$ cat src/rtl/cmp_pipe.sv
// Pipelined compare/overflow unit with valid/ready handshake and sticky overflow.
// Optional saturating overflow counter enabled by CMP_PIPE_OVF_COUNT_EN.
module cmp_pipe #(
  parameter int WIDTH   = 32,
  parameter int LATENCY = 1
) (
  input  logic             clk,
  input  logic             reset,
  input  logic             in_valid,
  output logic             in_ready,
  input  logic [2:0]       op,
  input  logic [WIDTH-1:0] src_a,
  input  logic [WIDTH-1:0] src_b,
  output logic             out_valid,
  input  logic             out_ready,
  output logic             result,
  output logic [2:0]       out_op,
  input  logic             ovf_clr,
  output logic             ovf_sticky
`ifdef CMP_PIPE_OVF_COUNT_EN
  ,
  output logic [15:0]      ovf_count
`endif
);

  typedef enum logic [2:0] {
    OP_EQ  = 3'b000,
    OP_NE  = 3'b001,
    OP_GTZ = 3'b010,
    OP_LTZ = 3'b011,
    OP_GEZ = 3'b100,
    OP_LEZ = 3'b101,
    OP_ADD = 3'b110,
    OP_SUB = 3'b111
  } op_e;

  logic [WIDTH:0] aExt;
  logic [WIDTH:0] bExt;
  logic [WIDTH:0] sum;
  logic [WIDTH:0] diff;
  logic           addOvf;
  logic           subOvf;
  logic           aNeg;
  logic           aZero;
  logic           cmpRes;

  assign aExt = {src_a[WIDTH-1], src_a};
  assign bExt = {src_b[WIDTH-1], src_b};
  assign sum  = aExt + bExt;
  assign diff = aExt - bExt;

  // Only the top two bits survive the shift; their XOR is the overflow.
  assign addOvf = ^(sum >> (WIDTH - 1));
  assign subOvf = ^(diff >> (WIDTH - 1));
  assign aNeg   = src_a[WIDTH-1];
  assign aZero  = ~|src_a;

  always_comb begin
    cmpRes = 1'b0;
    case (op)
      OP_EQ:  cmpRes = (src_a == src_b);
      OP_NE:  cmpRes = (src_a != src_b);
      OP_GTZ: cmpRes = ~aNeg & ~aZero;
      OP_LTZ: cmpRes = aNeg;
      OP_GEZ: cmpRes = ~aNeg;
      OP_LEZ: cmpRes = aNeg | aZero;
      OP_ADD: cmpRes = addOvf;
      OP_SUB: cmpRes = subOvf;
      default: cmpRes = 1'b0;
    endcase
  end

  logic [LATENCY-1:0] vld;
  logic [LATENCY-1:0] resQ;
  logic [2:0]         opQ [LATENCY];
  logic               stall;
  logic               outHs;
  logic               setEv;

  assign out_valid = vld[LATENCY-1];
  assign result    = resQ[LATENCY-1];
  assign out_op    = opQ[LATENCY-1];
  assign stall     = out_valid & ~out_ready;
  assign in_ready  = ~reset & ~stall;
  assign outHs     = out_valid & out_ready;
  assign setEv     = outHs & result & out_op[2] & out_op[1];

  // A stall only exists with a valid head, so every stage simply freezes.
  always_ff @(posedge clk) begin
    if (reset) begin
      vld  <= '0;
      resQ <= '0;
      for (int i = 0; i < LATENCY; i++) opQ[i] <= 3'b000;
    end else if (!stall) begin
      vld[0]  <= in_valid;
      resQ[0] <= cmpRes;
      opQ[0]  <= op;
      for (int i = 1; i < LATENCY; i++) begin
        vld[i]  <= vld[i-1];
        resQ[i] <= resQ[i-1];
        opQ[i]  <= opQ[i-1];
      end
    end
  end

  always_ff @(posedge clk) begin
    if (reset) begin
      ovf_sticky <= 1'b0;
    end else if (setEv) begin
      ovf_sticky <= 1'b1;
    end else if (ovf_clr) begin
      ovf_sticky <= 1'b0;
    end
  end

`ifdef CMP_PIPE_OVF_COUNT_EN
  always_ff @(posedge clk) begin
    if (reset) begin
      ovf_count <= 16'h0000;
    end else if (ovf_clr) begin
      ovf_count <= setEv ? 16'h0001 : 16'h0000;
    end else if (setEv && ovf_count != 16'hFFFF) begin
      ovf_count <= ovf_count + 16'h0001;
    end
  end
`endif

endmodule
$ cat config.mk
export PLATFORM = sky130hd
export DESIGN_NAME = cmp_pipe
export DESIGN_NICKNAME = d
export VERILOG_FILES = /design/src/rtl/cmp_pipe.sv
export SDC_FILE = /design/constraint.sdc
export NUM_CORES = 1
export LEC_CHECK = 0
export ABC_AREA = 1
export CAP_MARGIN = 20
export CORE_MARGIN = 2
export CORE_UTILIZATION = 50
export CTS_CLUSTER_SIZE = 10
export DETAILED_ROUTE_END_ITERATION = 16
export PLACE_DENSITY = 0.83
export SETUP_SLACK_MARGIN = 0.2
export SYNTH_ARGS = -nofsm -noshare
export SYNTH_HDL_FRONTEND = slang
export SYNTH_SLANG_ARGS = --single-unit
$ cat constraint.sdc
create_clock -name clk -period 2.58 [get_ports clk]
set_input_delay 0.774 -clock clk [delete_from_list [all_inputs] [get_ports clk]]
set_output_delay 0.774 -clock clk [all_outputs]
set_load 0.05 [all_outputs]
-- Yosys cells after proc, flatten, opt, wreduce, memory -nomap -nowiden
Memories as Yosys holds them, arrays and structs flattened.
Cells that the tools add are included.
- add/subtract/negate cells: 2
- equality and inequality tests: 9
- muxes and demuxes: 10
- bitwise gates (word level): 12
- reductions and logical operators: 7
- operators by type and width (cell ; number):
    33-bit parity ; 2
    32-bit by 32-bit adder with 33-bit output ; 1
    32-bit by 32-bit subtractor with 33-bit output ; 1
    32-bit equality test ; 1
    32-bit inequality test ; 1
    32-bit OR reduction ; 1
    3-bit equality test (second input constant) ; 4
    1-bit two-way mux ; 8
    1-bit one-hot mux with 8 select lines ; 1
    1-bit bitwise AND ; 7
    3-bit by 2-bit equality test with 1-bit output (second input constant) ; 2
    1-bit NOT ; 4
    3-bit by 1-bit equality test with 1-bit output (second input constant) ; 1
    3-bit logical NOT ; 1
    3-bit two-way mux ; 1
    3-bit OR reduction ; 1
    2-bit nonzero test ; 1
    1-bit logical NOT ; 1
    1-bit bitwise OR ; 1
- register bits: 3
- memory bits (writable): 3
- bits of input ports: 72
- output and inout bits: 7
- logic and storage cells: 44
- memories: 1
- memories (name ; depth ; bits a word ; read ports ; clocked after memory_dff ; write ports ; line ; RTL):
    opQ ; 1 ; 3 ; 1 ; 0 ; 1 ; 75 ; logic [2:0] opQ [LATENCY];

-- Longest topological paths before layout
- depth after elaboration: 7
- depth in mapped cells: 18
- mapped depth without buffers: 18

-- Least setup slack after synthesis
No wires, ideal clock.
- path kind: in2out
- start: input port out_ready
- end: output port in_ready
- arrival time: 1.605 ns
- required time: 1.806 ns
- path slack: 0.201 ns
- stages on the path: 4
- buffers on the path: 0
- cell sequence: inv_1 nand2_1 inv_1 nor2_1
- longest elaborated chain between the ends: 4
- RTL lines (element ; line ; RTL):
    from (decl) ; 15 ; input logic out_ready,
    1-bit NOT ; 83 ; assign stall = out_valid & ~out_ready;
    1-bit bitwise AND ; 83 ;
    1-bit NOT ; 84 ; assign in_ready = ~reset & ~stall;
    1-bit bitwise AND ; 84 ;
    to (decl) ; 10 ; output logic in_ready,
No other way between the ends.

-- Worst setup path after layout
- start: input port src_b[14]
- end: register resQ (netlist: result)
- longest elaborated chain between the ends: 3
- elaborated cells between the ends (all ways): 7
- those cells by class: add/sub: 2; eq/ne: 2; mux: 1; reduce/logical: 2
- RTL lines (element ; line ; RTL):
    from (decl) ; 13 ; input logic [WIDTH-1:0] src_b,
    32-bit by 32-bit subtractor with 33-bit output or 32-bit by 32-bit adder with 33-bit output (tied branches) ; 50, 49 ;
    33-bit parity (on tied branches) ; 54, 53 ;
    1-bit one-hot mux with 8 select lines * ; 60 ; case (op)
    to (signal, indexed assignment) ; 100 ; resQ[i] <= resQ[i-1];
    to (decl) ; 74 ; logic [LATENCY-1:0] resQ;
Mark *: on every way between the ends. The rest lies on a longest branch, timed or not.
A chain may end at the register's enable or synchronous reset.

==> flow_metrics.env <==
export IMPL_status="complete, but fails checks"
export IMPL_violations="setup timing"
export IMPL_wirelength_mm=12.55
export IMPL_hp_class="reg2reg"
export IMPL_setup_violations=1
export IMPL_cp_data_arrival_time_ns=2.76
export IMPL_cts_buffer_depth=2
export IMPL_worst_pin_slew_ns=0.4989
export IMPL_drcViolationCount=0
export IMPL_area_delta_synth_final_pct=76.37
export IMPL_hpwl_mm=6.705
export IMPL_hp_start="ovf_sticky$_SDFFE_PP0P_"
export IMPL_grt_max_degree=8
export IMPL_nFillCells=236
export IMPL_cts_tree="done"
export IMPL_rr_worst_depth=13
export IMPL_cts_sinks=6
export IMPL_num_vias=4250
export IMPL_slew_headroom_pct=66.64
export IMPL_die_w_um=79.20
export IMPL_synth_distinct_cells=28
export IMPL_ios=79
export IMPL_powerDensity_nw_per_um2=245.0
export IMPL_initial_core_util_pct=51.67
export IMPL_design_area_um2=4987
export IMPL_layout_commonest_cell="nand2_1"
export IMPL_required_ns=2.76
export IMPL_ant_nets=0
export IMPL_hold_slack_ns=0.4837
export IMPL_whs_path_depth=2
export IMPL_synth_warnings=0
export IMPL_grt_pass1_vias=3702
export IMPL_core_um2=5473
export IMPL_antenna_cells=0
export IMPL_gp_routability_congestion=0.9493
export IMPL_fmax_mhz=386.8
export IMPL_synth_compound_area_share_pct=12.57
export IMPL_firstDrtPassIters=13
export IMPL_highest_layer="met4"
export IMPL_viasPerCell=5.919
export IMPL_drt_iter0_drc=466
export IMPL_clk_latency_ns=0.23
export IMPL_path_clk_slew_ns=0.04
export IMPL_vdd_drop_max_uv=234.0
export IMPL_maxCapViolations=0
export IMPL_hold_end="ovf_sticky$_SDFFE_PP0P_"
export IMPL_drv_slew=0
export IMPL_syn_avg_cell_area_um2=5.566
export IMPL_synth_xor_area_share_pct=0
export IMPL_setup_ws_ns=-0.005311
export IMPL_r2r_slack_ns=0.99
export IMPL_worstPathMaxFanout=6
export IMPL_placedCellCount=707
export IMPL_final_util_pct=91.13
export IMPL_clock_skew_ns=0.002609
export IMPL_finalNonFillerCells=718
export IMPL_met1Wirelength_mm=4.192
export IMPL_dieHeight_um=79.20
export IMPL_synth_cells=508
export IMPL_critPathLaunchType="input port"
export IMPL_synth_cell_area_um2=2828
export IMPL_overflow=0
export IMPL_antenna_found_initial=0
export IMPL_synth_top_family_by_area="simple AND/OR/NAND/NOR gates"
export IMPL_ys_seq_area_share_pct=5.310
export IMPL_cp_startpoint="src_b[14]"
export IMPL_muxShareOfSynthArea_pct=0
export IMPL_ctsHtreeMaxLevel=1
export IMPL_layout_drive_gt1_share_pct=30.03
export IMPL_r2r_end="result$_SDFFE_PP0N_"
export IMPL_dpl_cell_area_um2=4079
export IMPL_syn_nets=644
export IMPL_hold_viol_final=0
export IMPL_grt_pass1_wl_mm=14.78
export IMPL_cts_buffers_inserted=3
export IMPL_wire_per_inst_um=17.48
export IMPL_final_cell_mix="nand2_1, inv_1, dlymetal6s2s_1, buf_4, nor2_1"
export IMPL_path_class="in2reg"
export IMPL_period_share_pct=100.2
export IMPL_die_area_um2=6273
export IMPL_fin_nets=783
export IMPL_period_needed_ns=2.585
export IMPL_p_leak_uw=0.002937
export IMPL_synthSimpleGateAreaFrac_pct=38.76
export IMPL_io_buffer_count=78
export IMPL_fp_row_count=27
export IMPL_grtUsageTotal_pct=28.14
export IMPL_ys_ff_latch=6
export IMPL_wl_met3_mm=1.132
export IMPL_worst_r2r_startpoint="out_valid$_SDFFE_PP0N_"
export IMPL_route_met2_wl_mm=6.185
export IMPL_synthAdderAreaFrac_pct=28.32
export IMPL_root_buffer="clkbuf_8"
export IMPL_cp_end_kind="flop"
power breakdown:
part,internal (µW),switching (µW)
logic,429,527
registers,108,4.27
clock network,107,46.6
total,644,578
repair_timing:
| action | 4_1_cts | 5_1_grt |
|---|---|---|
| hold buffers | 0 | 0 |
| setup buffers | 3 | 4 |
| pin swaps | 10 | 54 |
| gates resized for setup | 53 | 160 |
| setup endpoints to repair | 2 | 2 |
critical path, stage by stage:
cell and delay (ns):
dlymetal6s2s_1 0.17, inv_2 0.08, ha_4 0.33, nand2_4 0.08, inv_1 0.09, nand3_1 0.13
nor2_1 0.26, nand2_1 0.11, nand2_2 0.09, nand2_1 0.07, nand2_1 0.08, nand3_1 0.10
nand2_1 0.12, nand2_1 0.07, nand3_1 0.08, nand2_1 0.06, nand2_1 0.05
sequential cells by signal, indices dropped and copies added, names as in the netlist:
| register | count |
|---|---|
| opQ | 3 |
| out_valid | 1 |
| ovf_sticky | 1 |
| result | 1 |
through the flow:
| step | setup WS (ns) | setup TNS (ns) | total power, µW |
|---|---|---|---|
| 2_1_floorplan | 0.2009 | 0 | 485.4 |
| 3_3_place_gp | -0.2189 | -0.2189 | 777.1 |
| 3_5_place_dp | -0.2671 | -0.2753 | 795.3 |
| 4_1_cts | 0.09934 | 0 | 1040 |
| 5_1_grt | -0.2046 | -0.2046 | 1286 |
| 6_report | -0.005311 | -0.005311 | 1222 |
layer usage:
metal | vias to the layer above | GRT usage, %
met4 | 0 | 9.483
met2 | 370 | 56.36
li1 | 1866 | -
met1 | 1867 | 30.27
met5 | - | 0
met3 | 147 | 2.614
cells in the mapped netlist:
master,n,area [µm²]
nand3_2,4,40.04
nor2_2,1,6.260
nor4_1,4,25.02
inv_2,1,3.750
nand3_1,29,145.1
ha_1,64,800.8
nand2_2,3,18.77
nor2_1,56,210.2
a21oi_1,46,230.2
o21bai_1,3,22.52
a31o_1,1,8.760
nor3_2,1,10.01
dfxtp_1,3,60.06
and3_1,1,6.260
o21ai_0,14,70.07
edfxtp_1,3,90.09
nor3_1,8,40.04
nand4_1,2,12.51
nor2b_1,1,6.260
nor2_4,1,11.26
a32oi_1,1,8.760
clkinv_1,1,3.750
buf_2,1,5.000
nand2_1,146,548.0
nor3_4,1,16.27
o21a_1,1,7.510
a21o_1,1,7.510
inv_1,110,412.9
cells by family after synthesis:
group / after synthesis
AOI/OAI and AO/OA: 67
and+or+nand+nor: 258
buffers and inverters: 113
adders and majority gates: 64
DFF: 6
worst max-delay path by stage:
stage,endpoint,slack [ns],cells after the start
6_report,result$_SDFFE_PP0N_,-0.005,17
5_1_grt,result$_SDFFE_PP0N_,-0.20,15
4_1_cts,result$_SDFFE_PP0N_,0.1,14
3_5_place_dp,result$_SDFFE_PP0N_,-0.27,15
3_3_place_gp,result$_SDFFE_PP0N_,-0.22,16
2_1_floorplan,in_ready,0.20,4
layout make-up:
cell class | instances | area [µm²] | area share [%]
timing repair buffer | 135 | 1375 | 27.57
clock buffer | 4 | 45.04 | 0.9032
multi-input combinational | 389 | 2907 | 58.28
tap | 72 | 90.09 | 1.806
inverter | 112 | 420.4 | 8.430
sequential | 6 | 150.1 | 3.011
No activity file was read; power rests on OpenSTA's default activity.
